===== src/rtl/counter_pkg.sv =====
// counter_pkg: shared mode and direction encodings for the counter family
package counter_pkg;

    typedef enum logic {
        MODE_WRAP = 1'b0,
        MODE_SAT  = 1'b1
    } mode_e;

    typedef enum logic {
        DIR_DOWN = 1'b0,
        DIR_UP   = 1'b1
    } dir_e;

endpackage


===== src/rtl/counter_next.sv =====
// counter_next: combinational next-count and terminal-count logic for param_counter
module counter_next
    import counter_pkg::*;
#(
    parameter int unsigned     WIDTH = 4,
    parameter longint unsigned MAX   = 15
) (
    input  logic [WIDTH-1:0] q,
    input  logic             en,
    input  logic             up_dn,
    input  logic             mode,
    input  logic             clr,
    input  logic             load,
    input  logic [WIDTH-1:0] load_val,
    output logic [WIDTH-1:0] q_next,
    output logic             tc_next
);
    localparam logic [WIDTH-1:0] MAX_Q = WIDTH'(MAX);

    logic             up;
    logic             sat;
    logic             bnd;
    logic [WIDTH-1:0] step_q;
    logic [WIDTH-1:0] load_q;

    // an out-of-range q counts as the boundary in either direction
    always_comb begin
        up      = up_dn == DIR_UP;
        sat     = mode == MODE_SAT;
        bnd     = up ? (q >= MAX_Q) : (q == '0 || q > MAX_Q);
        step_q  = bnd ? (sat ? q : (up ? '0 : MAX_Q)) : (up ? q + WIDTH'(1) : q - WIDTH'(1));
        load_q  = load_val > MAX_Q ? MAX_Q : load_val;
        q_next  = clr ? '0 : load ? load_q : en ? step_q : q;
        tc_next = !clr && !load && en && bnd;
    end
endmodule


===== src/rtl/param_counter.sv =====
// param_counter: up/down wrap-or-saturate counter with clear, load and terminal-count pulse
module param_counter
    import counter_pkg::*;
#(
    parameter int unsigned     WIDTH = 4,
    parameter longint unsigned MAX   = 15
) (
    input  logic             clk,
    input  logic             rst,
    input  logic             en,
    input  logic             up_dn,
    input  logic             mode,
    input  logic             clr,
    input  logic             load,
    input  logic [WIDTH-1:0] load_val,
    output logic [WIDTH-1:0] q,
    output logic             tc,
    output logic             at_max,
    output logic             at_zero
);
    localparam logic [WIDTH-1:0] MAX_Q = WIDTH'(MAX);

    if (WIDTH < 2 || WIDTH > 32 || MAX < 1 || MAX > (64'd1 << WIDTH) - 64'd1) begin : g_bad_param
        $fatal(1, "param_counter: illegal WIDTH/MAX combination");
    end

    logic [WIDTH-1:0] q_next;
    logic             tc_next;

    counter_next #(.WIDTH(WIDTH), .MAX(MAX)) u_next (
        .q        (q),
        .en       (en),
        .up_dn    (up_dn),
        .mode     (mode),
        .clr      (clr),
        .load     (load),
        .load_val (load_val),
        .q_next   (q_next),
        .tc_next  (tc_next)
    );

    always_ff @(posedge clk or posedge rst) begin
        if (rst) begin
            q  <= '0;
            tc <= 1'b0;
        end else begin
            q  <= q_next;
            tc <= tc_next;
        end
    end

    assign at_max  = q == MAX_Q;
    assign at_zero = q == '0;
endmodule


===== config.mk =====
export PLATFORM = sky130hd
export DESIGN_NAME = param_counter
export DESIGN_NICKNAME = d
export VERILOG_FILES = /design/src/rtl/counter_pkg.sv /design/src/rtl/counter_next.sv /design/src/rtl/param_counter.sv
export SDC_FILE = /design/constraint.sdc
export NUM_CORES = 1
export LEC_CHECK = 0
export ABC_AREA = 1
export ABC_CLOCK_PERIOD_IN_PS = 1800
export CAP_MARGIN = 30
export CORE_AREA = 4 4 41 43
export CTS_CLUSTER_SIZE = 16
export DETAILED_ROUTE_END_ITERATION = 10
export DIE_AREA = 0 0 45 47
export PLACE_DENSITY_LB_ADDON = 0.2
export SYNTH_ARGS = -nofsm -noshare
export SYNTH_HDL_FRONTEND = slang
export SYNTH_SLANG_ARGS = --single-unit
export TNS_END_PERCENT = 20

===== constraint.sdc =====
create_clock -name clk -period 1.8 [get_ports clk]
set_input_delay 0.36 -clock clk [delete_from_list [all_inputs] [get_ports clk]]
set_output_delay 0.36 -clock clk [all_outputs]
set_load 0.005 [all_outputs]

==> reports/metrics.cfg, run 1 <==
[outcome]
outcome = finished clean

[finish]
final_area_sq_um = 755.7
drive_above_1_share = 0.2551
finalNetCount = 113
diodes = 0
instances_no_fill = 113
area_growth_pct = 66.85

[synth]
ys_seq_area_frac = 0.2762
yosys.area.top_type = dfrtp_1
synth_edf_count = 0
synth-seq-cells = 5
synth_most_common_cell = nand2_1
synth.avg_cell_area_sq_um = 6.760
syn_area_sq_um = 452.9
netlist_instances = 67
ys_warn_count = 0
synth_ff_type = dfrtp_1
synthArstFlopShare = 1.000
synth_common_cells = 19 x nand2_1, 10 x inv_1, 6 x nor2_1
ys_types = 19
synth_top_area_frac = 0.2762
synth_fp_nets = 81
synth.area.top_cells = dfrtp_1 28%, nand2_1 16%, inv_1 8.3%, ha_1 5.5%, nand3_1 5.5%

[clock_network]
cts_tree = done
clock_sinks = 5
cts_htree_levels = 1
cts_root_buffer = clkbuf_4
insertion_delay_ps = 240
cts_buffers = 3
clock_path_buffers = 2
clkTransAtPathRegs_ps = 40

[critical_path]
start_kind = register
cp-end-kind = primary output
path_class = reg -> out
rr_startpoint = q[0]
critPathArrivalTime_ps = 1400
r2r_slack_ps = 220
reg2reg_depth = 8
rr_endpoint = q[1]
cp_max_fo = 6
worstPathRequired_ps = 1440

[route]
detail_route.drc_violations = 0
viasPerCell = 4.469
first_pass_iters = 4
num_vias = 505
first_iter_violations = 2
ant_nets = 0
drt_wl_total_mm = 1.088
wire_per_inst_um = 9.628

[grt]
antenna_found_initial = 0
grt_max_degree = 8
grt_pass1_wl_mm = 1.628
first_global_vias = 437
overflow = 0
grtUsageTotal = 0.1035

[sta]
fin_crit_sh = 0.9754
layout_min_cycle_time_ps = 1756
tightestPinTransition_ps = 235.8
fin_setup_tns_ps = 0
skew_ps = 1.575
slew_viol_final = 0
final-hold-violation-count = 0
setup_viol = 0
max_freq_mhz = 569.6
slew_headroom = 0.8422

[placement]
placed_area_sq_um = 653.1
dp.cells = 101
io_buffers = 17
gp_congestion = 0.7841
hpwl_um = 835

[floorplan]
die_h_um = 47
dieArea_sq_um = 2115
io_pins = 18
core_sq_um = 1301
rows = 13
die_x_um = 45
start_util = 0.3481

[power]
power_density_nw_per_um2 = 642.2
peakVddDrop_mv = 0.2570
power_mw = 0.4854
total_leakage_power_nw = 0.3924

[min_path]
min_path_type = in -> async

[run]
max_cap_viol_count = 0

## worst max-delay path, cell delays in order (launching register included)
cell and delay (ps):
dfrtp_2 400, nand2_1 80, nor2_2 160, clkdlybuf4s50_1 520
## cells by family (layout without fill, tap and decap cells)
family / after synthesis / in the layout / synth area share
AO/OA/AOI/OAI: 8 / 8 / 0.08838
XOR/XNOR: 3 / 3 / 0.05802
adder cells (fa/ha/maj): 3 / 3 / 0.09944
buffers and inverters: 12 / 43 / 0.1188
flip-flops: 5 / 5 / 0.2762
AND/OR/NAND/NOR: 36 / 36 / 0.3591
## sequential cells by signal, indices dropped and copies added, names as in the netlist
name and flops:
q 4, tc 1
## metrics by stage
stage / setup WS (ps) / hold WS, ps / util
2_1_floorplan: 389.7 / 138.5 / -
3_3_place_gp: -103.7 / 566.0 / 0.5019
3_5_place_dp: -139.6 / 566.8 / 0.5019
4_1_cts: 10.66 / 318.4 / 0.5240
5_1_grt: -16.94 / 325.1 / 0.5808
6_report: 44.32 / 314.3 / 0.5808
## placed cells by master, fill, tap and decap left out, types with 2 or more instances in the layout
cell and count:
xnor2_1 2, nand2_2 2, dfrtp_2 4, nand3_1 5
buf_4 11, o21ai_0 3, nand2_1 19, nor2_1 6
clkbuf_4 3, o21ai_1 2, clkdlybuf4s50_1 16, inv_1 10
a21oi_1 3
## worst max path at each step
stage,cells after the start,end,slack (ps),start
final,3,at_max,40,q[2]
after global routing,3,at_max,-20,q[2]
after CTS,3,at_max,10,q[3]
after detailed placement,11,q[3],-140,up_dn
after global placement,11,q[3],-100,up_dn
after floorplan,7,q[2],390,q[0]
## layer usage
layer	routed length, um	GRT usage	vias up
met5	0	0	-
met3	49	0	0
met1	485	0.1326	219
met4	0	0.05263	0
li1	-	-	271
met2	553	0.1808	15
## repair_timing
item / 4_1_cts / 5_1_grt
hold endpoints to repair: 0 / 0
setup endpoints to repair: 2 / 2
cloned: 0 / 0
hold buffers: 0 / 0
setup buffers: 0 / 8
gates resized for setup: 4 / 2
## where the power goes
part / total (mW) / switching, mW / internal [mW]
clock network: 0.126 / 0.0427 / 0.0836
logic: 0.216 / 0.0909 / 0.125
registers: 0.143 / 0.0165 / 0.127
total: 0.485 / 0.150 / 0.335
## cell type report
type / instances / area (sq um)
fill: 125 / 545.5
multi-input combinational: 50 / 286.5
timing repair buffer: 28 / 251.5
sequential: 5 / 130.1
inverter: 11 / 42.54
clock buffer: 4 / 26.28
tap: 15 / 18.77
Note: power is estimated with default switching activity, not from simulation.
==> run 2: changes to the inputs <==
- MAX_ROUTING_LAYER: not set -> met4
==> results of run 2 <==
No change in the layout: final DEF, timing and power equal those of run 1.
Main changes from that run: final weighted congestion in routability-driven placement 0.7841 -> 0.7950; overall routing resource usage 0.1035 -> 0.1069
==> run 3: changes to the inputs <==
==> constraint.sdc (replaced) <==
create_clock -name clk -period 1.8 [get_ports clk]
set_input_delay 0.27 -clock clk [delete_from_list [all_inputs] [get_ports clk]]
set_output_delay 0.27 -clock clk [all_outputs]
set_load 0.005 [all_outputs]
==> reports/metrics.cfg, run 3 (synthesis results as in run 1) <==
[route]
drt_wl_total_mm = 1.005  ; was 1.088 mm
num_vias = 471  ; was 505
first_pass_iters = 3  ; was 4
ant_nets = 0  ; unchanged
wire_per_inst_um = 9.571  ; was 9.628 um
viasPerCell = 4.486  ; was 4.469
first_iter_violations = 5  ; was 2
detail_route.drc_violations = 0  ; unchanged

[finish]
drive_above_1_share = 0.1778  ; was 0.2551
area_growth_pct = 52.21  ; was 66.85%
largest_reg_flops = 4  ; unchanged
diodes = 0  ; unchanged
instances_no_fill = 105  ; was 113
top_regs = q (4), tc (1)  ; unchanged
final_area_sq_um = 689.4  ; was 755.7 sq um
fill_cells = 130  ; was 125
final_util = 0.5298  ; was 0.5808
layout_commonest_cell = nand2_1  ; unchanged
finalNetCount = 105  ; was 113
final_cell_mix = 19 x nand2_1, 17 x clkdlybuf4s50_1, 10 x inv_1  ; was 19 x nand2_1, 16 x clkdlybuf4s50_1, 11 x buf_4
regMostFlops = q  ; unchanged

[outcome]
outcome = finished clean  ; unchanged

[grt]
grtUsageTotal = 0.1069  ; unchanged
first_global_vias = 433  ; was 437
top_usage_layer = met2  ; unchanged
grt_util_met3 = 0  ; unchanged
grtUsageMet1 = 0.1349  ; was 0.1326
antenna_found_initial = 0  ; unchanged
grt_util_met2 = 0.1780  ; was 0.1808
grt_max_degree = 8  ; unchanged
grt_pass1_wl_mm = 1.628  ; unchanged
overflow = 0  ; unchanged

[critical_path]
path_class = reg -> out  ; unchanged
reg2reg_depth = 7  ; was 8
cp_max_fo = 6  ; unchanged
start_kind = register  ; unchanged
cp-end-kind = primary output  ; unchanged
rr_endpoint = q[2]  ; was q[1]
worstPathRequired_ps = 1530  ; was 1440 ps
rr_startpoint = q[0]  ; unchanged
critPathArrivalTime_ps = 1480  ; was 1400 ps
r2r_slack_ps = 310  ; was 220 ps

[sta]
max_freq_mhz = 571.0  ; was 569.6 MHz
slew_headroom = 0.8429  ; was 0.8422
layout_min_cycle_time_ps = 1751  ; was 1756 ps
finalWorstSetupSlack_ps = 48.76  ; was 44.32 ps
hold_ws_ps = 223.0  ; was 314.3 ps
final-hold-violation-count = 0  ; unchanged
fin_setup_tns_ps = 0  ; unchanged
slew_viol_final = 0  ; unchanged
setup_viol = 0  ; unchanged
tightestPinTransition_ps = 234.8  ; was 235.8 ps
fin_crit_sh = 0.9729  ; was 0.9754
grt_setup_unrepaired = no
skew_ps = 1.172  ; was 1.575 ps

[clock_network]
cts_buffers = 3  ; unchanged
cts_tree = done  ; unchanged
post_cts.repair.setup_buffers = 0  ; unchanged
insertion_delay_ps = 240  ; about the same
cts_root_buffer = clkbuf_4  ; unchanged
clock_sinks = 5  ; unchanged
cts_hold_buf = 0  ; unchanged
clkTransAtPathRegs_ps = 40  ; about the same
cts_htree_levels = 1  ; unchanged
clock_path_buffers = 2  ; unchanged

[power]
total_leakage_power_nw = 0.3514  ; was 0.3924 nW
power_density_nw_per_um2 = 658.2  ; was 642.2 nW/um^2
power_mw = 0.4538  ; was 0.4854 mW
peakVddDrop_mv = 0.2713  ; was 0.2570 mV

[floorplan]
dieArea_sq_um = 2115  ; unchanged
core_sq_um = 1301  ; unchanged
rows = 13  ; unchanged
die_x_um = 45  ; unchanged
die_h_um = 47  ; unchanged
start_util = 0.3481  ; unchanged
io_pins = 18  ; unchanged

[placement]
dp.cells = 101  ; unchanged
gp_congestion = 0.7950  ; unchanged
placed_area_sq_um = 653.1  ; unchanged
io_buffers = 17  ; unchanged
hpwl_um = 835  ; unchanged
place_worst_setup_slack_ps = -49.64  ; was -139.6 ps

[run]
max_cap_viol_count = 0  ; unchanged

[min_path]
min_path_type = in -> async  ; unchanged

[run 3: cell count changes in the layout (fill, tap and decap cells not counted)]
cell             before  now
dfrtp_2               4    3
ha_4                  1    0
buf_4                11    3
ha_1                  1    2
dlygate4sd2_1         1    0
nor4_2                0    1
nor4_1                1    0
clkdlybuf4s50_1      16   17
dfrtp_1               1    2
[run 3: worst max-delay path by stage]
stage	cells past startpoint	startpoint	end
final	2	q[2]	at_zero
after global placement	11	up_dn	q[3]
after floorplan	7	q[0]	q[2]
after global routing	2	q[2]	at_zero
after detailed placement	11	up_dn	q[3]
after CTS	2	q[0]	at_zero
[run 3: layout make-up]
| cell class | count | area, sq um | area share |
|---|---|---|---|
| Multi-Input combinational cell | 50 | 280.3 | 0.4065 |
| Timing Repair Buffer | 20 | 192.7 | 0.2795 |
| Sequential cell | 5 | 128.9 | 0.1869 |
| Inverter | 11 | 42.54 | 0.06171 |
| Clock buffer | 4 | 26.28 | 0.03811 |
| Tap cell | 15 | 18.77 | 0.02722 |
[run 3: critical path, stage by stage (launching register included)]
cell and delay, ps:
dfrtp_2 440, nor4_2 270, clkdlybuf4s50_1 530
[run 3: what timing repair did]
action                                  CTS  global route
endpoints found under the setup margin    0             2
resized for setup                         0             4
endpoints found under the hold margin     0             0
[run 3: routing by layer]
layer  share of wire  routed length [um]
met1            0.47                 471
met2            0.48                 487
met3           0.046                  46
met4               0                   0
met5               0                   0
[run 3: power breakdown]
group,switching (mW),internal [mW]
registers,0.0244,0.126
logic,0.0760,0.0995
clock network,0.0440,0.0837
total,0.144,0.309
